## src/rtl/fp16_pkg.sv

```systemverilog
// Shared constants and FSM state encoding for the sequential fp16 add/subtract stage.
package fp16_pkg;
  localparam int EXP_W   = 5;
  localparam int MAN_W   = 10;
  localparam int BIAS    = 15;
  localparam int EXP_MAX = 31;

  localparam logic [15:0] ZERO_P = 16'h0000;
  localparam logic [15:0] INF    = 16'h7C00;

  typedef enum logic [2:0] {
    S_IDLE,
    S_ALIGN,
    S_ADD,
    S_NORM,
    S_DONE
  } state_t;
endpackage

```

## src/rtl/fp16_norm_step.sv

```systemverilog
// One normalisation step: a single right or left shift of the sum per call.
// Purely combinational; the FSM iterates it once per NORM cycle.
module fp16_norm_step #(
  parameter int EXP_W = fp16_pkg::EXP_W,
  parameter int MAN_W = fp16_pkg::MAN_W
) (
  input  logic [MAN_W+1:0] sum_i,
  input  logic [EXP_W-1:0] exp_i,
  output logic [MAN_W+1:0] sum_o,
  output logic [EXP_W-1:0] exp_o,
  output logic             finished,
  output logic             ovf,
  output logic             unf
);
  import fp16_pkg::*;

  always_comb begin
    sum_o    = sum_i;
    exp_o    = exp_i;
    finished = 1'b0;
    ovf      = 1'b0;
    unf      = 1'b0;
    if (sum_i == '0) begin
      finished = 1'b1;
    end else if (sum_i[MAN_W+1]) begin
      // carry-out: after one right shift the hidden bit is in place
      sum_o    = sum_i >> 1;
      exp_o    = exp_i + 1'b1;
      finished = 1'b1;
      ovf      = (exp_o == EXP_W'(EXP_MAX));
    end else if (sum_i[MAN_W]) begin
      finished = 1'b1;
    end else begin
      sum_o = sum_i << 1;
      exp_o = exp_i - 1'b1;
      if (exp_o == '0) begin
        finished = 1'b1;
        unf      = 1'b1;
      end
    end
  end
endmodule

```

## src/rtl/fp16_addsub_seq.sv

```systemverilog
// Multi-cycle fp16 add/subtract: swap, 1-bit/cycle align, add, iterative normalise, repack.
// Zero and equal-operand shortcuts finish one cycle after start; no rounding (truncation).
module fp16_addsub_seq #(
  parameter int EXP_W     = fp16_pkg::EXP_W,
  parameter int MAN_W     = fp16_pkg::MAN_W,
  parameter int ALIGN_CAP = 12
) (
  input  logic                   clk,
  input  logic                   rst_n,
  input  logic                   start,
  input  logic                   op,
  input  logic                   s1,
  input  logic                   s2,
  input  logic [EXP_W-1:0]       e1,
  input  logic [EXP_W-1:0]       e2,
  input  logic [MAN_W:0]         m1,
  input  logic [MAN_W:0]         m2,
  input  logic                   if_equal,
  input  logic [1:0]             if_zero,
  output logic                   busy,
  output logic                   done,
  output logic [EXP_W+MAN_W:0]   result,
  output logic                   ovf,
  output logic                   unf
);
  import fp16_pkg::*;

  state_t                 state_q, state_d;
  logic                   sign_q, sign_d;
  logic                   eff_sub_q, eff_sub_d;
  logic [EXP_W-1:0]       exp_q, exp_d;
  logic [EXP_W-1:0]       diff_q, diff_d;
  logic [MAN_W:0]         ma_q, ma_d;
  logic [MAN_W:0]         mb_q, mb_d;
  logic [MAN_W+1:0]       sum_q, sum_d;
  logic [EXP_W+MAN_W:0]   result_q, result_d;
  logic                   ovf_q, ovf_d;
  logic                   unf_q, unf_d;

  logic                   sb;
  logic                   b_gt;
  logic [EXP_W-1:0]       diff_raw;
  logic [MAN_W+1:0]       n_sum;
  logic [EXP_W-1:0]       n_exp;
  logic                   n_fin, n_ovf, n_unf;

  assign sb   = s2 ^ op;
  assign b_gt = {e2, m2[MAN_W-1:0]} > {e1, m1[MAN_W-1:0]};

  fp16_norm_step #(
    .EXP_W (EXP_W),
    .MAN_W (MAN_W)
  ) u_norm (
    .sum_i    (sum_q),
    .exp_i    (exp_q),
    .sum_o    (n_sum),
    .exp_o    (n_exp),
    .finished (n_fin),
    .ovf      (n_ovf),
    .unf      (n_unf)
  );

  always_comb begin
    state_d   = state_q;
    sign_d    = sign_q;
    eff_sub_d = eff_sub_q;
    exp_d     = exp_q;
    diff_d    = diff_q;
    ma_d      = ma_q;
    mb_d      = mb_q;
    sum_d     = sum_q;
    result_d  = result_q;
    ovf_d     = ovf_q;
    unf_d     = unf_q;
    diff_raw  = '0;

    case (state_q)
      S_IDLE: begin
        if (start) begin
          ovf_d = 1'b0;
          unf_d = 1'b0;
          if (op && if_equal) begin
            result_d = ZERO_P;
            state_d  = S_DONE;
          end else if (if_zero == 2'b11) begin
            result_d = {s1 & sb, {(EXP_W+MAN_W){1'b0}}};
            state_d  = S_DONE;
          end else if (if_zero[0]) begin
            result_d = {sb, e2, m2[MAN_W-1:0]};
            state_d  = S_DONE;
          end else if (if_zero[1]) begin
            result_d = {s1, e1, m1[MAN_W-1:0]};
            state_d  = S_DONE;
          end else begin
            // operand A always carries the larger magnitude so the subtract never goes negative
            if (b_gt) begin
              ma_d     = m2;
              mb_d     = m1;
              exp_d    = e2;
              sign_d   = sb;
              diff_raw = e2 - e1;
            end else begin
              ma_d     = m1;
              mb_d     = m2;
              exp_d    = e1;
              sign_d   = s1;
              diff_raw = e1 - e2;
            end
            eff_sub_d = s1 ^ sb;
            if (diff_raw >= EXP_W'(ALIGN_CAP)) begin
              mb_d   = '0;
              diff_d = '0;
            end else begin
              diff_d = diff_raw;
            end
            state_d = S_ALIGN;
          end
        end
      end
      S_ALIGN: begin
        if (diff_q == '0) begin
          state_d = S_ADD;
        end else begin
          mb_d   = mb_q >> 1;
          diff_d = diff_q - 1'b1;
        end
      end
      S_ADD: begin
        sum_d   = eff_sub_q ? ({1'b0, ma_q} - {1'b0, mb_q})
                            : ({1'b0, ma_q} + {1'b0, mb_q});
        state_d = S_NORM;
      end
      S_NORM: begin
        sum_d = n_sum;
        exp_d = n_exp;
        if (n_fin) begin
          ovf_d   = n_ovf;
          unf_d   = n_unf;
          state_d = S_DONE;
          if (n_unf || (n_sum == '0)) begin
            result_d = ZERO_P;
          end else if (n_ovf) begin
            result_d = INF | {sign_q, {(EXP_W+MAN_W){1'b0}}};
          end else begin
            result_d = {sign_q, n_exp, n_sum[MAN_W-1:0]};
          end
        end
      end
      S_DONE: begin
        state_d = S_IDLE;
      end
      default: begin
        state_d = S_IDLE;
      end
    endcase
  end

  always_ff @(posedge clk) begin
    if (!rst_n) begin
      state_q   <= S_IDLE;
      sign_q    <= 1'b0;
      eff_sub_q <= 1'b0;
      exp_q     <= '0;
      diff_q    <= '0;
      ma_q      <= '0;
      mb_q      <= '0;
      sum_q     <= '0;
      result_q  <= '0;
      ovf_q     <= 1'b0;
      unf_q     <= 1'b0;
    end else begin
      state_q   <= state_d;
      sign_q    <= sign_d;
      eff_sub_q <= eff_sub_d;
      exp_q     <= exp_d;
      diff_q    <= diff_d;
      ma_q      <= ma_d;
      mb_q      <= mb_d;
      sum_q     <= sum_d;
      result_q  <= result_d;
      ovf_q     <= ovf_d;
      unf_q     <= unf_d;
    end
  end

  assign busy   = (state_q != S_IDLE);
  assign done   = (state_q == S_DONE);
  assign result = result_q;
  assign ovf    = ovf_q;
  assign unf    = unf_q;
endmodule

```

## config.mk

```make
export PLATFORM = sky130hd
export DESIGN_NAME = fp16_addsub_seq
export DESIGN_NICKNAME = d
export VERILOG_FILES = /design/src/rtl/fp16_pkg.sv /design/src/rtl/fp16_norm_step.sv /design/src/rtl/fp16_addsub_seq.sv
export SDC_FILE = /design/constraint.sdc
export NUM_CORES = 1
export LEC_CHECK = 0
export BUFFER_PORTS_ARGS = -buffer_cell sky130_fd_sc_hd__buf_2
export CORE_ASPECT_RATIO = 0.6
export CORE_UTILIZATION = 34
export CTS_CLUSTER_SIZE = 12
export DETAILED_ROUTE_END_ITERATION = 6
export PLACE_DENSITY = 0.59
export RECOVER_POWER = 50
export SLEW_MARGIN = 30
export SYNTH_ARGS = -nofsm -noshare
export SYNTH_HDL_FRONTEND = slang
export SYNTH_SLANG_ARGS = --single-unit
```

## constraint.sdc

```tcl
create_clock -name clk -period 2.8 [get_ports clk]
set_clock_uncertainty 0.1 [all_clocks]
set_input_delay 0.42 -clock clk [delete_from_list [all_inputs] [get_ports clk]]
set_output_delay 0.42 -clock clk [all_outputs]
set_load 0.1 [all_outputs]
```

# After elaboration in Yosys (flattened, before gate mapping)
# Index checks and enable logic that the tools add are counted.
# op_classes
div_mod_pow	0
mul	0
eq_ne	15
reduce_logical	17
n_addsub	7
magnitude_cmp	2
muxes	72
n_bitwise	7
n_shift	0
# ops
op	n
$mux 5	23
$mux 16	7
$mux 11	10
$mux 12	3
$pmux 16 s2	1
$logic_not 12->1	2
$pmux 12 s2	1
$pmux 11 s2	1
$mux 3	7
$pmux 5 s2	2
$ne 2x2->1 const B	8
$gt 15x15->1	1
$mux 15	1
$mux 1	13
$add 11x11->12	1
$pmux 3 s4	1
$reduce_and 6->1	2
$sub 11x11->12	1
$logic_not 5->1	2
$sub 5x1->5 const B	2
$sub 5x5->5	2
$reduce_and 7->1	1
$eq 3x2->1 const B	2
$reduce_and 3->1	2
17 further kinds	24
# word_totals
mem_bits_ro	0
word_cells	131
input_bits	41
mem_count	0
mem_bits_rw	0
output_inout_bits	20
register_bits	67
latchBits	0

# Longest topological paths before layout
# logic_depth
depth_word	16
ltp_mapped	14
depth_no_buf	13

# Modules after synthesis
# From an unflattened synthesis, not the netlist that was laid out.
# hier_totals
cells_unflattened	711
hier_area_um2	5470.2
# modules_own_cells
mod	instances	area_per_inst_um2	cells_each
fp16_addsub_seq	1	4829.6	618
fp16_norm_step	1	640.6	93

# Least setup slack after synthesis
# No wires, ideal clock.
# synth_path
path_type	register to output
start	register state_q[0]
end	output done
slack_ns	-0.637
arrival_ns	2.917
path_stages_with_launch	4
path_cell_list	dfxtp_1 -> clkbuf_1 -> clkbuf_1 -> nor3b_1
# synth_between
elab_chain_len	1
# synth_rtl
element	line	rtl
from (decl)	fp16_addsub_seq.sv:28	state_t state_q, state_d;
from (signal assigned)	fp16_addsub_seq.sv:172	state_q <= state_d;
$eq 3x3->1	fp16_addsub_seq.sv:187	assign done = (state_q == S_DONE);
to (decl)	fp16_addsub_seq.sv:21	output logic done,
# Every way passes these cells.

# Worst setup path after layout
# layout_path
start	register mb_q[1]
end	register sum_q[11]
# layout_between
elab_chain_len	3
word_cells_on_any_way	4
classes_between	add/sub: 2; mux: 2
# layout_rtl
element	line	rtl
from (decl)	fp16_addsub_seq.sv:34	logic [MAN_W:0] mb_q, mb_d;
from (signal assigned)	fp16_addsub_seq.sv:178	mb_q <= mb_d;
$add 11x11->12 or $sub 11x11->12 (tied branches)	fp16_addsub_seq.sv:130, fp16_addsub_seq.sv:129	
$mux 12 *	fp16_addsub_seq.sv:129	sum_d = eff_sub_q ? ({1'b0, ma_q} - {1'b0, mb_q})
$pmux 12 s2 *	fp16_addsub_seq.sv:77	case (state_q)
to (signal assigned)	fp16_addsub_seq.sv:179	sum_q <= sum_d;
to (decl)	fp16_addsub_seq.sv:35	logic [MAN_W+1:0] sum_q, sum_d;
# Mark *: on every way between the ends. The rest lies on a longest branch, timed or not.
# A chain may end at the register's enable or synchronous reset.

==> out/results.txt <==
CP bufs+invs = 3
Yosys reg bits = 67
status = finished clean
H-tree levels = 3
Placer Congestion = 0.924
Hold Path Class = reg -> reg
largest net degree at the start of global routing = 36
cell taking the most area after synthesis = dfxtp_1
clk root buf = clkbuf_16
Initial Utilization = 34.9%
asr flop ratio synth = 0%
Die Ht = 99.4 um
Synth Area in Simple Gates = 16.1%
Critical Path End Type = flip-flop
Post-DRT Antenna Nets = 0
count leader, synth = dfxtp_1
post-route setup slack = 0.0275 ns
RSZ-0062 raised after global routing = true
Setup crit start kind = flip-flop
Synth top area share = 24.9%
syn nets = 767
final worst path period share = 99.0%
mux cell area share after synthesis = 7.19%
# nets final = 885
WP data arrival = 2.89 ns
vias in the first global route = 5142
Yosys warning total = 0
Post-synth top flop = dfxtp_1
crit-path max FO = 2
Tmin final = 2.77 ns
wire length per cell = 18.1 um
fin area = 6870 um^2
via count = 5658
DRC Markers = 0
area taken by multi-input logic gates = 3760 um^2
Synth-to-Final Area Change = 27.7%
vias per std cell = 5.60
Worst Max-Slew Pin Slew = 1.18 ns
Crit path required time = 2.92 ns
Core ar. = 15400 um^2
Routed WL = 18.3 mm
WS Path Type = reg -> reg
Port-buffer cells = 60
pre-CTS WS = -0.292 ns
synthesized instance count = 684
Initial DRC Count = 570
Ant. Diodes = 0
Critical Path, Cell by Cell = inv_2, ha_4, mux2i_2, buf_4, ha_4, nor2b_1, o21ai_1, a21boi_1, o211a_1, o2111ai_2, buf_4, a31oi_4, mux2i_1, o31ai_1
CP max stage delay = 0.35 ns
largest family of logic cells by synthesized area = compound AO/OA/AOI/OAI gates
final setup violation count = 0
VDD IR max = 0.000331 V
initial antenna violation count = 0
Synth Area in Adders = 10.2%
Placement Rows = 35
die width = 164 um
Layout fillers = 1600
Max Freq = 361 MHz
Congestion Overflow GR = 0
CP max-delay cell = dfxtp_2
Critical Path Source = mb_q[1]
Yosys cell types = 68
post-layout util = 44.5%
clock buffer depth = 2
Netlist Area Pre-Place = 5380 um^2
P per Cell Area = 729 nW/um^2
worst r2r src = mb_q[1]
XOR/XNOR Fraction of Synth Area = 3.68%
top cell family by delay on the critical path = compound AO/OA/AOI/OAI gates
TritonRoute pass-1 iters = 5
max_cap viols = 0
global-route wire length before repair = 28.4 mm
I/O pin count = 61
CTS clk-pin slew, worst paths = 0.06 ns
Final Max Tran Viols = 0
Total Routing Usage GR = 22.9%
Inserted Clock Buffers = 9
Die ar. = 16300 um^2
hold path start = sign_q
Worst-Skew Late Latency = 0.34 ns
Synth Area in Compound Gates = 30.2%
largest cells by area after synthesis = dfxtp_1, ha_1, mux2i_1
CTS sink count = 67
Hold Buf Count CTS = 0
Placed Area = 6430 um^2
slew margin rel. = 21.8%
syn_area_per_cell = 7.86 um^2
TritonCTS clock tree = yes
Leakage = 2.98 nW
synth cell count leaders = dfxtp_1, nand2_1, nor2_1
number of synthesized flops with an enable pin = 0
register area share after synthesis = 24.9%
storage element area = 1340 um^2
dpl hpwl = 14.3 mm
layout cells sized above 1 = 24.8%
final hold vios = 0
cell usage in the layout (no fill, tap or decap), types with 23 or more instances in the layout:
cell type  synthesis  layout
a21oi_1           48      47
buf_2             13      41
buf_4              1      82
clkbuf_1          30      24
dfxtp_1           67      65
ha_1              39      35
inv_1             51      48
mux2i_1           26      23
nand2_1           61      61
nor2_1            54      52
o21ai_0           33      32
worst paths after layout:
check	to	slack, ns	depth (start not counted)
worst max register to register	sum_q[11]	0.03	14
worst min register to register	sign_q	0.39	2
worst min-delay path	sign_q	0.39	2
worst max-delay path	sum_q[11]	0.03	14
per-layer routing:
metal | wire [um] | global-route usage [%] | share of wire [%] | vias up
li1 | - | - | - | 2755
met1 | 9590 | 36.3 | 52 | 2680
met2 | 7020 | 29.9 | 38 | 213
met3 | 1590 | 6.09 | 8.7 | 10
met4 | 104 | 3.70 | 0.57 | 0
met5 | 0 | 0 | 0 | -
registers in the layout, indices dropped and copies added (netlist names):
signal     cells
result        16
exp_q          5
unf            1
mb_q          11
eff_sub_q      1
diff_q         5
sum_q         12
state_q        3
ma_q          11
ovf            1
sign_q         1
layout make-up:
type / instances / share of cell area (%)
multi-input combinational: 516 / 54.7
sequential: 67 / 19.6
timing repair buffer: 155 / 14.8
tap: 203 / 3.70
clock buffer: 10 / 3.34
inverter: 53 / 2.90
clock inverter: 6 / 0.948
worst reg2reg max path, stage by stage (launching register included):
cell and delay [ns]:
dfxtp_2 0.35, inv_2 0.06, ha_4 0.26, mux2i_2 0.07
buf_4 0.15, ha_4 0.25, nor2b_1 0.11, o21ai_1 0.10
a21boi_1 0.18, o211a_1 0.23, o2111ai_2 0.17, buf_4 0.18
a31oi_4 0.18, mux2i_1 0.20, o31ai_1 0.08
what timing repair did:
| action | 4_1_cts | 5_1_grt |
|---|---|---|
| gates cloned | 0 | 0 |
| buffers inserted | 3 | 5 |
| pin swaps | 4 | 18 |
| endpoints found under the setup margin | 5 | 16 |
| resized for setup | 6 | 27 |
kinds of logic after synthesis:
group                    count (synthesis)
AO/OA/AOI/OAI                          233
AND/OR/NAND/NOR                        184
buffers and inverters                  101
flip-flops                              67
adder cells (fa/ha/maj)                 42
multiplexers                            37
XOR/XNOR                                20
stage by stage:
stage               power [mW]  cells  TNS, ns  hold slack (ns)
finish                    5.01   1010        0            0.387
global route              5.29   1010   -0.720            0.395
CTS                       4.87   1005        0            0.377
detailed placement        3.66    986    -3.27            0.368
global placement          3.65    986    -2.52            0.364
floorplan                 2.85    684        0            0.332
report_power, final:
part	total (mW)	internal, mW	switching, mW
Sequential	1.22	1.08	0.141
Clock	1.14	0.691	0.446
Combinational	2.65	1.11	1.54
Total	5.01	2.88	2.13
Power figures use the tool's default switching activity.
